File: src/rtl/pkg_opengpu.sv
// -----------------------------------------------------------------------------
// pkg_opengpu
// Shared widths, forwarding-stage encoding and the issue-register entry type
// used by the SM front-end schedulers.
//   WARP_ID_WIDTH  : width of a warp identifier (sized for up to 32 warps/SM)
//   REG_ADDR_WIDTH : architectural register address width
//   fwd_stage_e    : forwarding source (EX / MEM / WB)
//   issue_entry_t  : one-entry issue register contents
//   operand_ok()   : true when an operand does not block issue
// -----------------------------------------------------------------------------
package pkg_opengpu;

    localparam int WARP_ID_WIDTH  = 5;
    localparam int REG_ADDR_WIDTH = 5;
    localparam int NUM_SRC_OPS    = 3;

    typedef enum logic [1:0] {
        FWD_EX  = 2'd0,
        FWD_MEM = 2'd1,
        FWD_WB  = 2'd2
    } fwd_stage_e;

    typedef struct packed {
        logic                               valid;
        logic [WARP_ID_WIDTH-1:0]           warp_id;
        logic [NUM_SRC_OPS-1:0][1:0]        fwd_stage;  // [0] = rs1
        logic [NUM_SRC_OPS-1:0]             fwd_en;     // [0] = rs1
    } issue_entry_t;

    // An operand is fine if it is unused, hazard-free, or can be forwarded.
    function automatic logic operand_ok(input logic uses,
                                        input logic hazard,
                                        input logic fwd_valid);
        return !uses || !hazard || fwd_valid;
    endfunction

endpackage

File: src/rtl/rr_arbiter.sv
// -----------------------------------------------------------------------------
// rr_arbiter
// Parametric round-robin priority picker. Grants the first requester at or
// after ptr, wrapping modulo N. Purely combinational.
//   req         in  N      request vector
//   ptr         in  IDX_W  highest-priority index this cycle
//   grant       out N      one-hot grant (0 when no request)
//   grant_idx   out IDX_W  index of the granted requester (0 when none)
//   grant_valid out 1      any request present
// -----------------------------------------------------------------------------
module rr_arbiter #(
    parameter  int N     = 4,
    localparam int IDX_W = (N > 1) ? $clog2(N) : 1
) (
    input  logic [N-1:0]     req,
    input  logic [IDX_W-1:0] ptr,
    output logic [N-1:0]     grant,
    output logic [IDX_W-1:0] grant_idx,
    output logic             grant_valid
);

    logic [N-1:0] upper_mask;
    logic [N-1:0] req_upper;
    logic [N-1:0] pick_vec;

    // Requests at or above the pointer win over the wrapped-around ones.
    generate
        for (genvar gi = 0; gi < N; gi++) begin : g_mask
            assign upper_mask[gi] = (ptr <= IDX_W'(gi));
        end
    endgenerate

    assign req_upper   = req & upper_mask;
    assign grant_valid = |req;

    always_comb begin
        pick_vec  = (|req_upper) ? req_upper : req;
        grant_idx = '0;
        // Lowest set bit of the chosen vector; scan downward so the last
        // assignment is the lowest index.
        for (int i = N - 1; i >= 0; i--) begin
            if (pick_vec[i]) begin
                grant_idx = IDX_W'(i);
            end
        end
        grant = '0;
        if (grant_valid) begin
            grant[grant_idx] = 1'b1;
        end
    end

endmodule

File: src/rtl/warp_issue_scheduler.sv
// -----------------------------------------------------------------------------
// warp_issue_scheduler
// Per-SM issue controller. Each cycle picks one eligible warp round-robin,
// presents its head operands to the hazard scoreboard, and captures the
// instruction into a one-entry issue register if it is hazard-free or fully
// forwardable. A warp that hits a hazard is backed off for one cycle.
//   clk, rst_n                 clock, asynchronous active-low reset
//   warp_active, ibuf_valid    per-warp enable / head-present
//   ibuf_rs1..3, ibuf_uses_*   per-warp head operands (flattened, warp w at
//                              [w*REG_ADDR_WIDTH +: REG_ADDR_WIDTH])
//   ibuf_pop                   one-hot head dequeue
//   sb_*  (out)                scoreboard query of the selected warp
//   sb_*  (in)                 per-operand hazard / forwarding result
//   issue_valid/ready          issue register handshake to execute
//   issue_warp_id, issue_fwd_stage ([1:0]=rs1), issue_fwd_en ([0]=rs1)
//   flush, flush_warp_id       kill scheduler state for one warp
//   stall_cycles, issue_count  wrapping performance counters
// -----------------------------------------------------------------------------
module warp_issue_scheduler
    import pkg_opengpu::*;
#(
    parameter int NUM_WARPS = 4,
    parameter int CNT_WIDTH = 32
) (
    input  logic                                clk,
    input  logic                                rst_n,
    input  logic [NUM_WARPS-1:0]                warp_active,
    input  logic [NUM_WARPS-1:0]                ibuf_valid,
    input  logic [NUM_WARPS*REG_ADDR_WIDTH-1:0] ibuf_rs1,
    input  logic [NUM_WARPS*REG_ADDR_WIDTH-1:0] ibuf_rs2,
    input  logic [NUM_WARPS*REG_ADDR_WIDTH-1:0] ibuf_rs3,
    input  logic [NUM_WARPS-1:0]                ibuf_uses_rs1,
    input  logic [NUM_WARPS-1:0]                ibuf_uses_rs2,
    input  logic [NUM_WARPS-1:0]                ibuf_uses_rs3,
    output logic [NUM_WARPS-1:0]                ibuf_pop,
    output logic                                sb_valid,
    output logic [WARP_ID_WIDTH-1:0]            sb_warp_id,
    output logic [REG_ADDR_WIDTH-1:0]           sb_rs1,
    output logic [REG_ADDR_WIDTH-1:0]           sb_rs2,
    output logic [REG_ADDR_WIDTH-1:0]           sb_rs3,
    output logic                                sb_uses_rs1,
    output logic                                sb_uses_rs2,
    output logic                                sb_uses_rs3,
    input  logic                                sb_rs1_hazard,
    input  logic                                sb_rs2_hazard,
    input  logic                                sb_rs3_hazard,
    input  logic                                sb_rs1_fwd_valid,
    input  logic                                sb_rs2_fwd_valid,
    input  logic                                sb_rs3_fwd_valid,
    input  logic [1:0]                          sb_rs1_fwd_stage,
    input  logic [1:0]                          sb_rs2_fwd_stage,
    input  logic [1:0]                          sb_rs3_fwd_stage,
    input  logic                                sb_load_use,
    output logic                                issue_valid,
    input  logic                                issue_ready,
    output logic [WARP_ID_WIDTH-1:0]            issue_warp_id,
    output logic [2*NUM_SRC_OPS-1:0]            issue_fwd_stage,
    output logic [NUM_SRC_OPS-1:0]              issue_fwd_en,
    input  logic                                flush,
    input  logic [WARP_ID_WIDTH-1:0]            flush_warp_id,
    output logic [CNT_WIDTH-1:0]                stall_cycles,
    output logic [CNT_WIDTH-1:0]                issue_count
);

    // NUM_WARPS must be a power of two (>= 2) and fit in WARP_ID_WIDTH, so
    // the pointer wraps naturally at its own width.
    localparam int IDX_W = $clog2(NUM_WARPS);

    // ------------------------------------------------------------------
    // State
    // ------------------------------------------------------------------
    issue_entry_t             issue_reg, issue_next;
    logic [IDX_W-1:0]         rr_ptr_reg, rr_ptr_next;
    logic [NUM_WARPS-1:0]     backoff_reg, backoff_next;
    logic [CNT_WIDTH-1:0]     stall_cnt_reg, stall_cnt_next;
    logic [CNT_WIDTH-1:0]     issue_cnt_reg, issue_cnt_next;

    // ------------------------------------------------------------------
    // Eligibility (registered state + warp inputs only; no sb_* feedback)
    // ------------------------------------------------------------------
    logic [NUM_WARPS-1:0]      held;
    logic [NUM_WARPS-1:0]      flush_hit;
    logic [NUM_WARPS-1:0]      eligible;
    logic [REG_ADDR_WIDTH-1:0] rs1_w [NUM_WARPS];
    logic [REG_ADDR_WIDTH-1:0] rs2_w [NUM_WARPS];
    logic [REG_ADDR_WIDTH-1:0] rs3_w [NUM_WARPS];

    generate
        for (genvar gi = 0; gi < NUM_WARPS; gi++) begin : g_warp
            // A warp whose instruction sits in the issue register must not
            // be picked again: the scoreboard has not yet seen its write.
            assign held[gi]      = issue_reg.valid &&
                                   (issue_reg.warp_id == WARP_ID_WIDTH'(gi));
            assign flush_hit[gi] = flush && (flush_warp_id == WARP_ID_WIDTH'(gi));
            assign eligible[gi]  = warp_active[gi] & ibuf_valid[gi] &
                                   ~backoff_reg[gi] & ~held[gi] & ~flush_hit[gi];
            assign rs1_w[gi]     = ibuf_rs1[gi*REG_ADDR_WIDTH +: REG_ADDR_WIDTH];
            assign rs2_w[gi]     = ibuf_rs2[gi*REG_ADDR_WIDTH +: REG_ADDR_WIDTH];
            assign rs3_w[gi]     = ibuf_rs3[gi*REG_ADDR_WIDTH +: REG_ADDR_WIDTH];
        end
    endgenerate

    logic [NUM_WARPS-1:0] grant;
    logic [IDX_W-1:0]     sel_idx;
    logic                 any_eligible;

    rr_arbiter #(
        .N (NUM_WARPS)
    ) u_rr_arbiter (
        .req         (eligible),
        .ptr         (rr_ptr_reg),
        .grant       (grant),
        .grant_idx   (sel_idx),
        .grant_valid (any_eligible)
    );

    // ------------------------------------------------------------------
    // Scoreboard query and issue decision
    // ------------------------------------------------------------------
    logic slot_free;
    logic query;
    logic issuable;
    logic stall;

    assign slot_free = !issue_reg.valid || issue_ready;
    // rst_n gating keeps the query (and therefore any pop) silent while
    // reset is held, even though state is already zero.
    assign query     = rst_n && any_eligible && slot_free;

    always_comb begin
        sb_valid    = query;
        sb_warp_id  = '0;
        sb_rs1      = '0;
        sb_rs2      = '0;
        sb_rs3      = '0;
        sb_uses_rs1 = 1'b0;
        sb_uses_rs2 = 1'b0;
        sb_uses_rs3 = 1'b0;
        if (query) begin
            sb_warp_id  = WARP_ID_WIDTH'(sel_idx);
            sb_rs1      = rs1_w[sel_idx];
            sb_rs2      = rs2_w[sel_idx];
            sb_rs3      = rs3_w[sel_idx];
            sb_uses_rs1 = ibuf_uses_rs1[sel_idx];
            sb_uses_rs2 = ibuf_uses_rs2[sel_idx];
            sb_uses_rs3 = ibuf_uses_rs3[sel_idx];
        end
    end

    assign issuable = query && !sb_load_use &&
                      operand_ok(sb_uses_rs1, sb_rs1_hazard, sb_rs1_fwd_valid) &&
                      operand_ok(sb_uses_rs2, sb_rs2_hazard, sb_rs2_fwd_valid) &&
                      operand_ok(sb_uses_rs3, sb_rs3_hazard, sb_rs3_fwd_valid);
    assign stall    = query && !issuable;
    assign ibuf_pop = issuable ? grant : '0;

    // ------------------------------------------------------------------
    // Next-state logic
    // ------------------------------------------------------------------
    always_comb begin
        issue_next     = issue_reg;
        rr_ptr_next    = rr_ptr_reg;
        backoff_next   = '0;
        stall_cnt_next = stall_cnt_reg;
        issue_cnt_next = issue_cnt_reg;

        if (issuable) begin
            // Capture may coincide with a drain of the previous entry.
            issue_next.valid        = 1'b1;
            issue_next.warp_id      = WARP_ID_WIDTH'(sel_idx);
            issue_next.fwd_stage[0] = sb_rs1_fwd_stage;
            issue_next.fwd_stage[1] = sb_rs2_fwd_stage;
            issue_next.fwd_stage[2] = sb_rs3_fwd_stage;
            issue_next.fwd_en       = {sb_rs3_hazard & sb_rs3_fwd_valid,
                                       sb_rs2_hazard & sb_rs2_fwd_valid,
                                       sb_rs1_hazard & sb_rs1_fwd_valid};
            issue_cnt_next          = issue_cnt_reg + CNT_WIDTH'(1);
        end else if (issue_reg.valid && flush &&
                     (flush_warp_id == issue_reg.warp_id)) begin
            // Flush kills the held entry whether or not execute accepts it.
            issue_next.valid = 1'b0;
        end else if (issue_reg.valid && issue_ready) begin
            issue_next.valid = 1'b0;
        end

        if (stall) begin
            backoff_next   = grant;
            stall_cnt_next = stall_cnt_reg + CNT_WIDTH'(1);
        end
        // A flushed warp never carries a backoff into the next cycle.
        backoff_next = backoff_next & ~flush_hit;

        if (query) begin
            rr_ptr_next = sel_idx + IDX_W'(1);
        end
    end

    // ------------------------------------------------------------------
    // State registers
    // ------------------------------------------------------------------
    always_ff @(posedge clk or negedge rst_n) begin
        if (!rst_n) begin
            issue_reg     <= '0;
            rr_ptr_reg    <= '0;
            backoff_reg   <= '0;
            stall_cnt_reg <= '0;
            issue_cnt_reg <= '0;
        end else begin
            issue_reg     <= issue_next;
            rr_ptr_reg    <= rr_ptr_next;
            backoff_reg   <= backoff_next;
            stall_cnt_reg <= stall_cnt_next;
            issue_cnt_reg <= issue_cnt_next;
        end
    end

    assign issue_valid     = issue_reg.valid;
    assign issue_warp_id   = issue_reg.warp_id;
    assign issue_fwd_stage = issue_reg.fwd_stage;
    assign issue_fwd_en    = issue_reg.fwd_en;
    assign stall_cycles    = stall_cnt_reg;
    assign issue_count     = issue_cnt_reg;

endmodule

File: config.mk
export PLATFORM = sky130hd
export DESIGN_NAME = warp_issue_scheduler
export DESIGN_NICKNAME = d
export VERILOG_FILES = /design/src/rtl/pkg_opengpu.sv /design/src/rtl/rr_arbiter.sv /design/src/rtl/warp_issue_scheduler.sv
export SDC_FILE = /design/constraint.sdc
export NUM_CORES = 1
export LEC_CHECK = 0
export BUFFER_PORTS_ARGS = -buffer_cell sky130_fd_sc_hd__buf_4
export CORE_MARGIN = 3
export CORE_UTILIZATION = 48
export DETAILED_ROUTE_END_ITERATION = 12
export PLACE_DENSITY_LB_ADDON = 0.15
export SETUP_SLACK_MARGIN = 0.05
export SLEW_MARGIN = 30
export SYNTH_ARGS = -nofsm -noshare
export SYNTH_HDL_FRONTEND = slang
export SYNTH_HIERARCHICAL = 1
export SYNTH_SLANG_ARGS = --single-unit
File: constraint.sdc
create_clock -name clk -period 4 [get_ports clk]
set_input_delay 0.2 -clock clk [delete_from_list [all_inputs] [get_ports clk]]
set_output_delay 0.2 -clock clk [all_outputs]
set_load 0.05 [all_outputs]
==> reports/qor.txt, run 1 <==
ROUTE
-------------------------------------------------------------------------------------
DR WL/cell                                                                    16.5 um
Number of routed nets with antenna violations                                       0
Via/cell ratio                                                                   5.42
Detailed-route wire length                                                    13.5 mm
Number of detailed-routing iterations run before antenna repair                     4
Detailed router's first-iteration violation count                                 221
Detailed-route DRC error count                                                      0
Via count                                                                        4424

FINISH
-------------------------------------------------------------------------------------
Core utilization of the finished layout                                         71.3%
Ratio of cells with drive above 1 in the final layout                           38.6%
Total non-filler cell area in the finished layout                         0.00672 mm2
Finished Layout Cells                                                             816
Area occupied by registers                                                0.00205 mm2
Number of diodes added for antenna fixing                                           0
Final #Nets                                                                       786
Synthesis-to-layout area growth                                                 41.8%
Combined area of the multi-input logic cells                              0.00256 mm2
FILL cells                                                                        746

CLOCKING
-------------------------------------------------------------------------------------
Total clock buffers created by CTS                                                  9
Clock Tree Root                                                          sky130_fd_sc_hd__clkbuf_8
Clock latency of the later-clocked register in the worst-skew pair            0.35 ns
Clock Pin Slew Worst Setup and Hold Paths                                     0.09 ns
Number of sinks handled by clock tree synthesis                                    82
Clock buffer depth                                                                  2
CTS HTree Levels                                                                    3
CTS tree                                                                          yes

SYNTH
-------------------------------------------------------------------------------------
Mean Syn Cell Area                                                           9.97 um2
Count of unique library cells instantiated by Yosys                                48
Top cells by area in the synthesized netlist                             sky130_fd_sc_hd__dfrtp_1 43%, sky130_fd_sc_hd__mux4_2 8.1%, sky130_fd_sc_hd__xnor2_1 6.8%
Async set or reset register ratio after synthesis                                100%
Top-area cell type share of the netlist area                                    43.3%
Proportion of synthesized area in mux cells                                     9.06%
Total standard cell area after synthesis                                  0.00474 mm2
Top cell types by occurrence after synthesis                             82 x sky130_fd_sc_hd__dfrtp_1, 67 x sky130_fd_sc_hd__nand2_1, 38 x sky130_fd_sc_hd__and3_1, 37 x sky130_fd_sc_hd__xnor2_1
Most common flop cell mapped by yosys                                    sky130_fd_sc_hd__dfrtp_1
Main combinational cell family by area after synthesis                   simple AND/OR/NAND/NOR gates
Post-synthesis register bit count                                                  82
Complex-gate fraction of the synthesized area                                   4.07%
Sequential fraction of the synthesis area                                       43.3%
Post-Syn Instances                                                                475
Most used standard cell by instance count after synthesis                sky130_fd_sc_hd__dfrtp_1
Most area-hungry cell type in the Yosys netlist                          sky130_fd_sc_hd__dfrtp_1
Synth warnings                                                                      6
XOR/XNOR Fraction of Synth Area                                                 12.0%
Adder-cell share of the synthesized area                                       0.528%
Post-synthesis share of cell area spent on and, or, nand and nor gates          27.1%
Number of flops mapped to enable cells by yosys                                     0

TIMING
-------------------------------------------------------------------------------------
Final hold slack                                                            0.0386 ns
Fin crit period                                                               3.77 ns
Peak clock frequency supported by timing                                    0.265 GHz
Tightest slew margin relative to the limit                                      45.0%
Total count of max-transition violations in the final report                        0
Final Skew                                                                  0.0109 ns
Final Hold Vio Count                                                                0
Setup Viol. Count Final                                                             0
Setup_tns                                                                        0 ns
Transition at the pin with the smallest max-transition slack                 0.824 ns
RSZ-0062 raised after global routing                                            false
Final cycle utilization of the critical path                                    94.2%

PLACED DESIGN
-------------------------------------------------------------------------------------
Count of input and output buffers                                                 202
Number of placed instances, taps included                                         799
Cell Area, Placed                                                         0.00646 mm2
Placer congestion estimate                                                      0.891
Sum of net half-perimeters after detailed placement                           10.5 mm

PWR
-------------------------------------------------------------------------------------
Net switching component of the power                                          1.29 mW
Maximum vdd ir drop                                                            320 uV
Part of the power in registers                                                  34.8%
Clock network power share                                                       22.5%
Int Power                                                                     1.80 mW
Share of total power in combinational logic                                     42.7%
Power per unit of standard cell area                                       460 mW/mm2
Switching share of power                                                        41.7%
Lkg Pwr                                                                       3.35 nW

WORST SETUP PATH
-------------------------------------------------------------------------------------
Data required time of the worst path                                          3.80 ns
Cell with the biggest individual delay on the critical path              sky130_fd_sc_hd__or4b_2
Cells along the critical path                                            buf_4 > or4b_2 > nor2_1 > a21oi_1 > mux2i_1 > nor2_1 > a311oi_4 > buf_12 > mux2_4 > a2111oi_4 > and4_1 > buf_12 > and2_1 > buf_4
Setup slack on the worst flop-to-flop path                                    0.48 ns
Crit Path Category                                                             in2out
Data arrival time of the critical path                                        3.57 ns
Type of element capturing the critical path                                output pin
CP Launch Type                                                           primary input
Crit Path Max Fanout                                                               11
Peak per-stage delay on the critical path                                     0.72 ns

FLOORPLAN
-------------------------------------------------------------------------------------
Effective utilization at floorplan                                              50.3%
Overall die width                                                              105 um
Placement row count                                                                35
Top-Level Pins                                                                    209
Core Footprint                                                            0.00942 mm2
Chip Height                                                                    105 um
Die outline area                                                           0.0111 mm2

GLOBAL ROUTE
-------------------------------------------------------------------------------------
Largest net degree at the start of global routing                                  66
Wire length of the first global-routing pass                                  22.1 mm
Initial antenna violation count                                                     0
Global-route total usage across every layer                                     24.7%
Vias in the first global route                                                   4411
Congestion Overflow GR                                                              0

FLOW RUN
-------------------------------------------------------------------------------------
Number of maximum-capacitance violations                                            0

HOLD PATH
-------------------------------------------------------------------------------------
Hold crit path type                                                            in2reg

RUN STATUS
-------------------------------------------------------------------------------------
Run status                                                               complete, no violations

## layer usage
layer | global-route usage [%] | routed length, um | up-vias
li1 | - | - | 2113
met1 | 32.5 | 5570 | 2107
met2 | 40.1 | 6600 | 181
met3 | 6.61 | 1050 | 23
met4 | 7.03 | 259 | 0
met5 | 0 | 0 | -
## kinds of logic (layout without fill, tap and decap cells)
family / count (synthesis) / count (layout)
and+or+nand+nor: 244 / 244
other: 1 / 6
xor gates and xnor gates: 65 / 65
buffers and inverters: 35 / 242
DFF: 82 / 82
AOI/OAI and AO/OA: 25 / 25
muxes: 21 / 21
adders and majority gates: 2 / 2
## placed cells by master, fill, tap and decap left out, types with 6 or more instances in the layout
cell	instances
sky130_fd_sc_hd__xor2_1	28
sky130_fd_sc_hd__xnor2_1	37
sky130_fd_sc_hd__nor4_1	9
sky130_fd_sc_hd__nor3_1	16
sky130_fd_sc_hd__o21ai_0	7
sky130_fd_sc_hd__nand2_1	67
sky130_fd_sc_hd__and3_1	38
sky130_fd_sc_hd__buf_4	219
sky130_fd_sc_hd__clkbuf_8	10
sky130_fd_sc_hd__a21oi_1	6
sky130_fd_sc_hd__conb_1	6
sky130_fd_sc_hd__nand3_1	28
sky130_fd_sc_hd__nand4_1	26
sky130_fd_sc_hd__dfrtp_1	82
sky130_fd_sc_hd__and2_1	10
sky130_fd_sc_hd__nor2_1	23
sky130_fd_sc_hd__mux4_2	17
## layout make-up
class                      count  share of cell area [%]
clock inverter                 6                    1.43
multi-input combinational    363                    38.1
sequential                    82                    30.5
inverter                       4                   0.224
timing repair buffer         222                    25.2
tap                          129                    2.40
clock buffer                  10                    2.05
## repair_timing
action,CTS,global route
buffers inserted,0,0
hold buffers,1,0
resized for setup,1,1
endpoints found under the setup margin,4,4
endpoints found under the hold margin,17,0
## critical path: cells and delay by family
family / cells / cell delay, ns
AO/OA/AOI/OAI: 3 / 0.80
buffers and inverters: 4 / 0.63
multiplexers: 2 / 0.49
AND/OR/NAND/NOR: 5 / 1.45
## power by group through the flow
| stage | combinational, mW | sequential, mW | clock [mW] |
|---|---|---|---|
| floorplan | 0.528 | 1.42 | 0 |
| finish | 1.32 | 1.07 | 0.695 |
| global route | 1.40 | 1.09 | 0.751 |
| detailed placement | 1.32 | 1.09 | 0 |
| CTS | 1.33 | 1.07 | 0.711 |
| global placement | 1.30 | 1.08 | 0 |
## per-stage QoR
| step | power [mW] | worst slack [ns] |
|---|---|---|
| after floorplan | 1.94 | 0.365 |
| after global placement | 2.39 | 0.0995 |
| after detailed placement | 2.41 | 0.0485 |
| after CTS | 3.11 | 0.121 |
| after global routing | 3.24 | 0.0629 |
| final | 3.09 | 0.232 |
## final timing paths
check,from,to,cells past startpoint
max reg2reg,issue_valid,stall_cycles[6],12
max in group asynchronous,rst_n,stall_cycles[12],3
min reg2reg,issue_count[31],issue_count[31],1
min in group asynchronous,rst_n,issue_count[31],2
min,sb_rs3_fwd_stage[1],issue_fwd_stage[5],3
max,flush_warp_id[3],ibuf_pop[0],14
Power figures use the tool's default switching activity.
==> run 2, diff against run 1 <==
--- a/config.mk
+++ b/config.mk
@@ -7,5 +7,5 @@
 export LEC_CHECK = 0
 export BUFFER_PORTS_ARGS = -buffer_cell sky130_fd_sc_hd__buf_4
-export CORE_MARGIN = 3
+export CORE_MARGIN = 2
 export CORE_UTILIZATION = 48
 export DETAILED_ROUTE_END_ITERATION = 12
==> constraint.sdc (replaced) <==
create_clock -name clk -period 4 [get_ports clk]
set_input_delay 0.2 -clock clk [delete_from_list [all_inputs] [get_ports clk]]
set_output_delay 0.2 -clock clk [all_outputs]
set_load 0.02 [all_outputs]
==> reports/qor.txt, run 2 (synthesized netlist as in run 1, its figures left out) <==
PWR
---------------------------------------------------------------------------------
Lkg Pwr                                                                   3.34 nW   -0.43%
Switching share of power                                                    35.7%   -5.9 points
Part of the power in registers                                              39.9%   +5.1 points
Share of total power in combinational logic                                 36.5%   -6.2 points
Clock network power share                                                   23.6%   +1.1 points
Int Power                                                                 1.74 mW   -3.7%
Net switching component of the power                                     0.965 mW   -25%
Maximum vdd ir drop                                                        292 uV   -8.6%
Power per unit of standard cell area                                   404 mW/mm2   -12%

HOLD PATH
---------------------------------------------------------------------------------
Hold path endpoint                                                   issue_fwd_stage[0]
Worst min-delay path startpoint                                      sb_rs1_fwd_stage[0]
Depth of the worst hold-timing path                                             3   unchanged
Hold crit path type                                                        in2reg

GLOBAL ROUTE
---------------------------------------------------------------------------------
Met1 Use GR                                                                 34.3%   +1.8 points
Global-route total usage across every layer                                 25.6%   +0.97 points
Wire length of the first global-routing pass                              21.2 mm   -4.1%
Largest net degree at the start of global routing                              74   +12%
Vias in the first global route                                               4331   -1.8%
Most crowded layer after global routing                                      met2
Congestion Overflow GR                                                          0   unchanged
Initial antenna violation count                                                 0   unchanged
Met3 global-route usage                                                     6.72%   +0.11 points
GR Util met2                                                                40.1%   about the same

FINISH
---------------------------------------------------------------------------------
Finished Layout Cells                                                         817   +0.12%
FILL cells                                                                    760   +1.9%
Leading cell types in the layout, fill and taps excluded             215 x sky130_fd_sc_hd__buf_4, 82 x sky130_fd_sc_hd__dfrtp_1, 67 x sky130_fd_sc_hd__nand2_1, 38 x sky130_fd_sc_hd__and3_1, 37 x sky130_fd_sc_hd__xnor2_1
Final #Nets                                                                   783   -0.38%
Ratio of cells with drive above 1 in the final layout                       38.2%   -0.42 points
Synthesis-to-layout area growth                                             41.1%
Number of diodes added for antenna fixing                                       0   unchanged
Most common cell after layout, fill and taps aside                   sky130_fd_sc_hd__buf_4

TIMING
---------------------------------------------------------------------------------
Final cycle utilization of the critical path                                93.8%   -0.41 points
Setup Viol. Count Final                                                         0   unchanged
Tightest slew margin relative to the limit                                  31.5%   -14 points
RSZ-0062 raised after global routing                                        false
Setup_tns                                                                    0 ns   unchanged
Peak clock frequency supported by timing                                0.267 GHz   +0.44%
Final Hold Vio Count                                                            0   unchanged
Transition at the pin with the smallest max-transition slack              1.02 ns   +0.194 ns
Total count of max-transition violations in the final report                    0   unchanged
Fin crit period                                                           3.75 ns   -0.0164 ns
Final Skew                                                              0.0139 ns   +0.00299 ns

ROUTE
---------------------------------------------------------------------------------
Via count                                                                    4487   +1.4%
Detailed-route DRC error count                                                  0   unchanged
Detailed router's first-iteration violation count                             178   -19%
Via/cell ratio                                                               5.49   +1.3%
Number of routed nets with antenna violations                                   0   unchanged
DR WL/cell                                                                16.3 um   -1.3%
Number of detailed-routing iterations run before antenna repair                 5   +1
Detailed-route wire length                                                13.3 mm   -1.2%

FLOORPLAN
---------------------------------------------------------------------------------
Top-Level Pins                                                                209   unchanged
Effective utilization at floorplan                                          48.9%   -1.4 points
Core Footprint                                                        0.00968 mm2   +2.9%
Chip Height                                                                103 um   -1.9%
Overall die width                                                          103 um   -1.9%
Placement row count                                                            36   +2.9%
Die outline area                                                       0.0107 mm2   -3.8%

WORST SETUP PATH
---------------------------------------------------------------------------------
Cells on worst reg2reg path                                                    12   unchanged
Critical register-to-register path endpoint                          issue_count[20]
Data arrival time of the critical path                                    3.55 ns   -0.02 ns
Crit Path Category                                                         in2out
CP Launch Type                                                       primary input
Type of element capturing the critical path                            output pin
Setup slack on the worst flop-to-flop path                                0.52 ns   +0.04 ns
Origin of the critical flop-to-flop path                             issue_warp_id[1]
Data required time of the worst path                                      3.80 ns   about the same
Crit Path Max Fanout                                                           11   unchanged

PLACED DESIGN
---------------------------------------------------------------------------------
Sum of net half-perimeters after detailed placement                       10.2 mm   -3.1%
Placer congestion estimate                                                  0.900   +1.0%
Number of placed instances, taps included                                     800   +0.13%
Count of input and output buffers                                             202   unchanged

CLOCKING
---------------------------------------------------------------------------------
Clock Pin Slew Worst Setup and Hold Paths                                 0.09 ns   about the same
Clock latency of the later-clocked register in the worst-skew pair        0.36 ns   about the same
Clock buffer depth                                                              2   unchanged
Total clock buffers created by CTS                                              9   unchanged
CTS HTree Levels                                                                3   unchanged
CTS tree                                                                      yes
Number of sinks handled by clock tree synthesis                                82   unchanged
Clock Tree Root                                                      sky130_fd_sc_hd__clkbuf_8

RUN STATUS
---------------------------------------------------------------------------------
Run status                                                           complete, no violations

FLOW RUN
---------------------------------------------------------------------------------
Number of maximum-capacitance violations                                        0   unchanged

-- run 2: changes by cell type in the layout (fill, tap and decap cells not counted), sizes merged --
| cell | previous run | this run |
|---|---|---|
| inv | 6 | 4 |
| bufinv | 2 | 1 |
| buf | 221 | 218 |
| clkinv | 1 | 4 |
| clkbuf | 10 | 11 |
| clkinvlp | 1 | 0 |
-- run 2: routing by layer --
| layer | vias up | wire (um) | share of wire (%) |
|---|---|---|---|
| met2 | 166 | 6510 | 49 |
| met4 | 0 | 395 | 3.0 |
| met3 | 31 | 774 | 5.8 |
| li1 | 2099 | - | - |
| met5 | - | 0 | 0 |
| met1 | 2191 | 5630 | 42 |
-- run 2: how the worst max path moves through the flow --
stage / from / end / cells after the start / slack (ns)
floorplan: flush_warp_id[3] / sb_rs2[0] / 12 / 0.55
global placement: flush_warp_id[3] / issue_count[31] / 14 / 0.28
detailed placement: flush / issue_count[29] / 15 / 0.08
CTS: issue_warp_id[1] / ibuf_pop[1] / 12 / 0.23
global route: flush_warp_id[3] / ibuf_pop[3] / 15 / 0.08
finish: flush_warp_id[3] / ibuf_pop[1] / 15 / 0.25
-- run 2: power by group through the flow --
stage                     Clock [mW]  Sequential [mW]  Combinational [mW]
after floorplan                    0             1.18               0.450
after global routing           0.693             1.10                1.07
final                          0.637             1.08               0.986
after CTS                      0.653             1.08               0.986
after detailed placement           0             1.09               0.982
after global placement             0             1.09               0.963
-- run 2: area by class of cell --
type / count / area, um2 / share of cell area (%)
clock buffer: 11 / 151 / 2.27
clock inverter: 5 / 61.3 / 0.918
inverter: 4 / 15.0 / 0.225
multi-input combinational: 363 / 2560 / 38.3
sequential: 82 / 2050 / 30.7
tap: 133 / 166 / 2.49
timing repair buffer: 219 / 1680 / 25.1
-- run 2: repair_timing --
item                                    in CTS  in global routing
hold endpoints to repair                     9                  0
endpoints found under the setup margin       4                  5
hold buffers                                 1                  0
buffers inserted                             0                  0
resized for setup                            1                  2
-- run 2: worst max-delay path, stage by stage --
cell and delay [ns]:
sky130_fd_sc_hd__buf_4 0.11, sky130_fd_sc_hd__or4b_2 0.70, sky130_fd_sc_hd__nor2_1 0.18, sky130_fd_sc_hd__a21oi_1 0.18
sky130_fd_sc_hd__mux2i_1 0.18, sky130_fd_sc_hd__nor2_1 0.09, sky130_fd_sc_hd__a311oi_4 0.26, sky130_fd_sc_hd__buf_4 0.20
sky130_fd_sc_hd__buf_4 0.24, sky130_fd_sc_hd__mux2i_1 0.27, sky130_fd_sc_hd__nand4bb_1 0.22, sky130_fd_sc_hd__and4_1 0.26
sky130_fd_sc_hd__buf_4 0.16, sky130_fd_sc_hd__and2_1 0.14, sky130_fd_sc_hd__buf_4 0.14
-- run 2: stage by stage --
step | cell area, um2 | power (mW) | util [%] | hold slack [ns] | worst slack, ns
after floorplan | 4750 | 1.63 | - | -0.0956 | 0.545
after global placement | 6430 | 2.05 | 66.4 | 0.0489 | 0.276
after detailed placement | 6430 | 2.07 | 66.4 | 0.0511 | 0.0841
after CTS | 6660 | 2.72 | 68.8 | 0.0168 | 0.232
after global routing | 6680 | 2.86 | 69.0 | 0.0217 | 0.0778
final | 6680 | 2.70 | 69.0 | 0.0392 | 0.249
==> run 3, diff against run 2 <==
- CORE_UTILIZATION: 48 -> 52
- clock period: 4 -> 4.6 ns (I/O delays scaled with it)
==> reports/qor.txt, run 3 (synthesized netlist as in run 1, its figures left out) <==
WORST SETUP PATH
---------------------------------------------------------------------------------
Origin of the critical flop-to-flop path                              issue_valid
Data arrival time of the critical path                                    4.13 ns   +0.58 ns
Setup slack on the worst flop-to-flop path                                0.48 ns   -0.04 ns
CP Launch Type                                                          flip-flop
Crit Path Category                                                        reg2out
Data required time of the worst path                                      4.37 ns   +0.57 ns
Type of element capturing the critical path                            output pin
Crit Path Max Fanout                                                           15   +4
Critical register-to-register path endpoint                          issue_count[30]
Cells on worst reg2reg path                                                    12   unchanged

FINISH
---------------------------------------------------------------------------------
Leading cell types in the layout, fill and taps excluded             211 x sky130_fd_sc_hd__buf_4, 82 x sky130_fd_sc_hd__dfrtp_1, 67 x sky130_fd_sc_hd__nand2_1, 38 x sky130_fd_sc_hd__and3_1, 37 x sky130_fd_sc_hd__xnor2_1
Most common cell after layout, fill and taps aside                   sky130_fd_sc_hd__buf_4
Synthesis-to-layout area growth                                             38.8%
FILL cells                                                                    643   -15%
Total non-filler cell area in the finished layout                     0.00657 mm2   -1.6%
Ratio of cells with drive above 1 in the final layout                       37.3%   -0.90 points
Final #Nets                                                                   778   -0.64%
Number of diodes added for antenna fixing                                       0   unchanged

TIMING
---------------------------------------------------------------------------------
Final Hold Vio Count                                                            0   unchanged
Peak clock frequency supported by timing                                0.230 GHz
Total count of max-transition violations in the final report                    0   unchanged
Final cycle utilization of the critical path                                94.7%
Setup_tns                                                                    0 ns   unchanged
Tightest slew margin relative to the limit                                  39.0%   +7.5 points
Final Skew                                                              0.0138 ns   -0.000183 ns
Transition at the pin with the smallest max-transition slack             0.907 ns   -0.111 ns
Fin crit period                                                           4.36 ns
RSZ-0062 raised after global routing                                        false
Setup Viol. Count Final                                                         0   unchanged

CLOCKING
---------------------------------------------------------------------------------
Number of sinks handled by clock tree synthesis                                82   unchanged
CTS tree                                                                      yes
Clock buffer depth                                                              2   unchanged
Clock Pin Slew Worst Setup and Hold Paths                                 0.09 ns   about the same
CTS HTree Levels                                                                3   unchanged
Post-CTS setup buffer count                                                     0   unchanged
Total clock buffers created by CTS                                              9   unchanged
Clock latency of the later-clocked register in the worst-skew pair        0.36 ns   about the same
Clock Tree Root                                                      sky130_fd_sc_hd__clkbuf_8

PLACED DESIGN
---------------------------------------------------------------------------------
Count of input and output buffers                                             202   unchanged
Cell Area, Placed                                                     0.00636 mm2   -1.2%
Sum of net half-perimeters after detailed placement                       10.1 mm   -1.0%
Placer congestion estimate                                                  0.918   +2.0%

HOLD PATH
---------------------------------------------------------------------------------
Worst min-delay path startpoint                                      sb_rs3_fwd_stage[0]
Hold crit path type                                                        in2reg
Hold path endpoint                                                   issue_fwd_stage[4]
Depth of the worst hold-timing path                                             3   unchanged

PWR
---------------------------------------------------------------------------------
Lkg Pwr                                                                   3.28 nW   -1.6%
Maximum vdd ir drop                                                        220 uV   -25%
Power per unit of standard cell area                                   351 mW/mm2   -13%

FLOORPLAN
---------------------------------------------------------------------------------
Chip Height                                                               99.4 um   -3.8%
Top-Level Pins                                                                209   unchanged
Overall die width                                                         99.4 um   -3.8%
Effective utilization at floorplan                                          54.0%   +5.1 points
Placement row count                                                            34   -5.6%
Die outline area                                                      0.00989 mm2   -7.4%
Core Footprint                                                        0.00876 mm2   -9.5%

ROUTE
---------------------------------------------------------------------------------
Number of detailed-routing iterations run before antenna repair                 5   unchanged
Detailed-route wire length                                                13.4 mm   +0.67%
Number of routed nets with antenna violations                                   0   unchanged
Detailed router's first-iteration violation count                             241   +35%
DR WL/cell                                                                17.0 um   +4.5%
Via count                                                                    4484   -0.067%
Via/cell ratio                                                               5.70   +3.7%
Detailed-route DRC error count                                                  0   unchanged

GLOBAL ROUTE
---------------------------------------------------------------------------------
Global-route total usage across every layer                                 27.1%   +1.5 points
Largest net degree at the start of global routing                              78   +5.4%
Congestion Overflow GR                                                          0   unchanged
Vias in the first global route                                               4340   +0.21%
Initial antenna violation count                                                 0   unchanged
Wire length of the first global-routing pass                              21.6 mm   +1.8%

RUN STATUS
---------------------------------------------------------------------------------
Run status                                                           complete, no violations

FLOW RUN
---------------------------------------------------------------------------------
Number of maximum-capacitance violations                                        0   unchanged

run 3: changes by cell type in the layout (fill, tap and decap cells not counted), sizes merged:
cell	before	now
buf	218	213
clkinv	4	2
clkinvlp	0	2
run 3: worst max path at each step:
stage	from	end	depth (start not counted)
final	issue_valid	ibuf_pop[0]	11
after floorplan	flush_warp_id[3]	sb_rs2[0]	12
after global placement	flush_warp_id[3]	issue_count[31]	14
after CTS	issue_valid	ibuf_pop[0]	11
after detailed placement	flush_warp_id[3]	issue_count[10]	14
after global routing	issue_valid	ibuf_pop[3]	11
run 3: what timing repair did:
item | in CTS | in global routing
endpoints found under the hold margin | 5 | 0
hold buffers | 1 | 0
gates resized for setup | 0 | 0
run 3: area by class of cell:
cell class	count	area (um2)	share of cell area, %
well taps	108	135	2.06
flip-flops and latches	82	2050	31.2
multi-input cells	363	2550	38.8
repair buffers	214	1630	24.7
inverters	4	15.0	0.228
clock inverters	5	62.6	0.952
clock buffers	11	131	2.00
run 3: where the power goes:
| group | internal (mW) | total, mW | switching, mW |
|---|---|---|---|
| clock | 0.254 | 0.527 | 0.273 |
| combinational | 0.395 | 0.832 | 0.438 |
| sequential | 0.817 | 0.950 | 0.133 |
run 3: critical path: stages, from the launching register on:
cell                       delay (ns)
sky130_fd_sc_hd__dfrtp_1         0.49
sky130_fd_sc_hd__nor3b_1         0.19
sky130_fd_sc_hd__nor4_1          0.75
sky130_fd_sc_hd__buf_4           0.27
sky130_fd_sc_hd__a21oi_1         0.07
sky130_fd_sc_hd__o21ai_0         0.17
sky130_fd_sc_hd__o2bb2a_1        0.47
sky130_fd_sc_hd__mux4_2          0.40
sky130_fd_sc_hd__nand4_1         0.15
sky130_fd_sc_hd__and4_1          0.47
sky130_fd_sc_hd__and2_1          0.20
sky130_fd_sc_hd__buf_4           0.14
run 3: per-stage QoR:
stage	utilization [%]	power [mW]	hold WS, ns	worst slack, ns	instances
after floorplan	-	1.42	-0.0656	1.09	480
after global placement	72.5	1.77	0.0583	0.480	770
after detailed placement	72.5	1.79	0.0578	0.300	770
after CTS	74.9	2.32	0.0613	0.273	787
after global routing	75.0	2.42	0.0860	0.0515	787
final	75.0	2.31	0.0716	0.243	787
run 3: routing by layer:
metal  part of all wire [%]  track usage (%)  up-vias  routed length, um
met1                     43             37.6     2198               5780
li1                       -                -     2082                  -
met3                    6.0             4.71       25                803
met2                     49             43.8      179               6550
met4                    2.0             8.64        0                264
met5                      0                0        -                  0
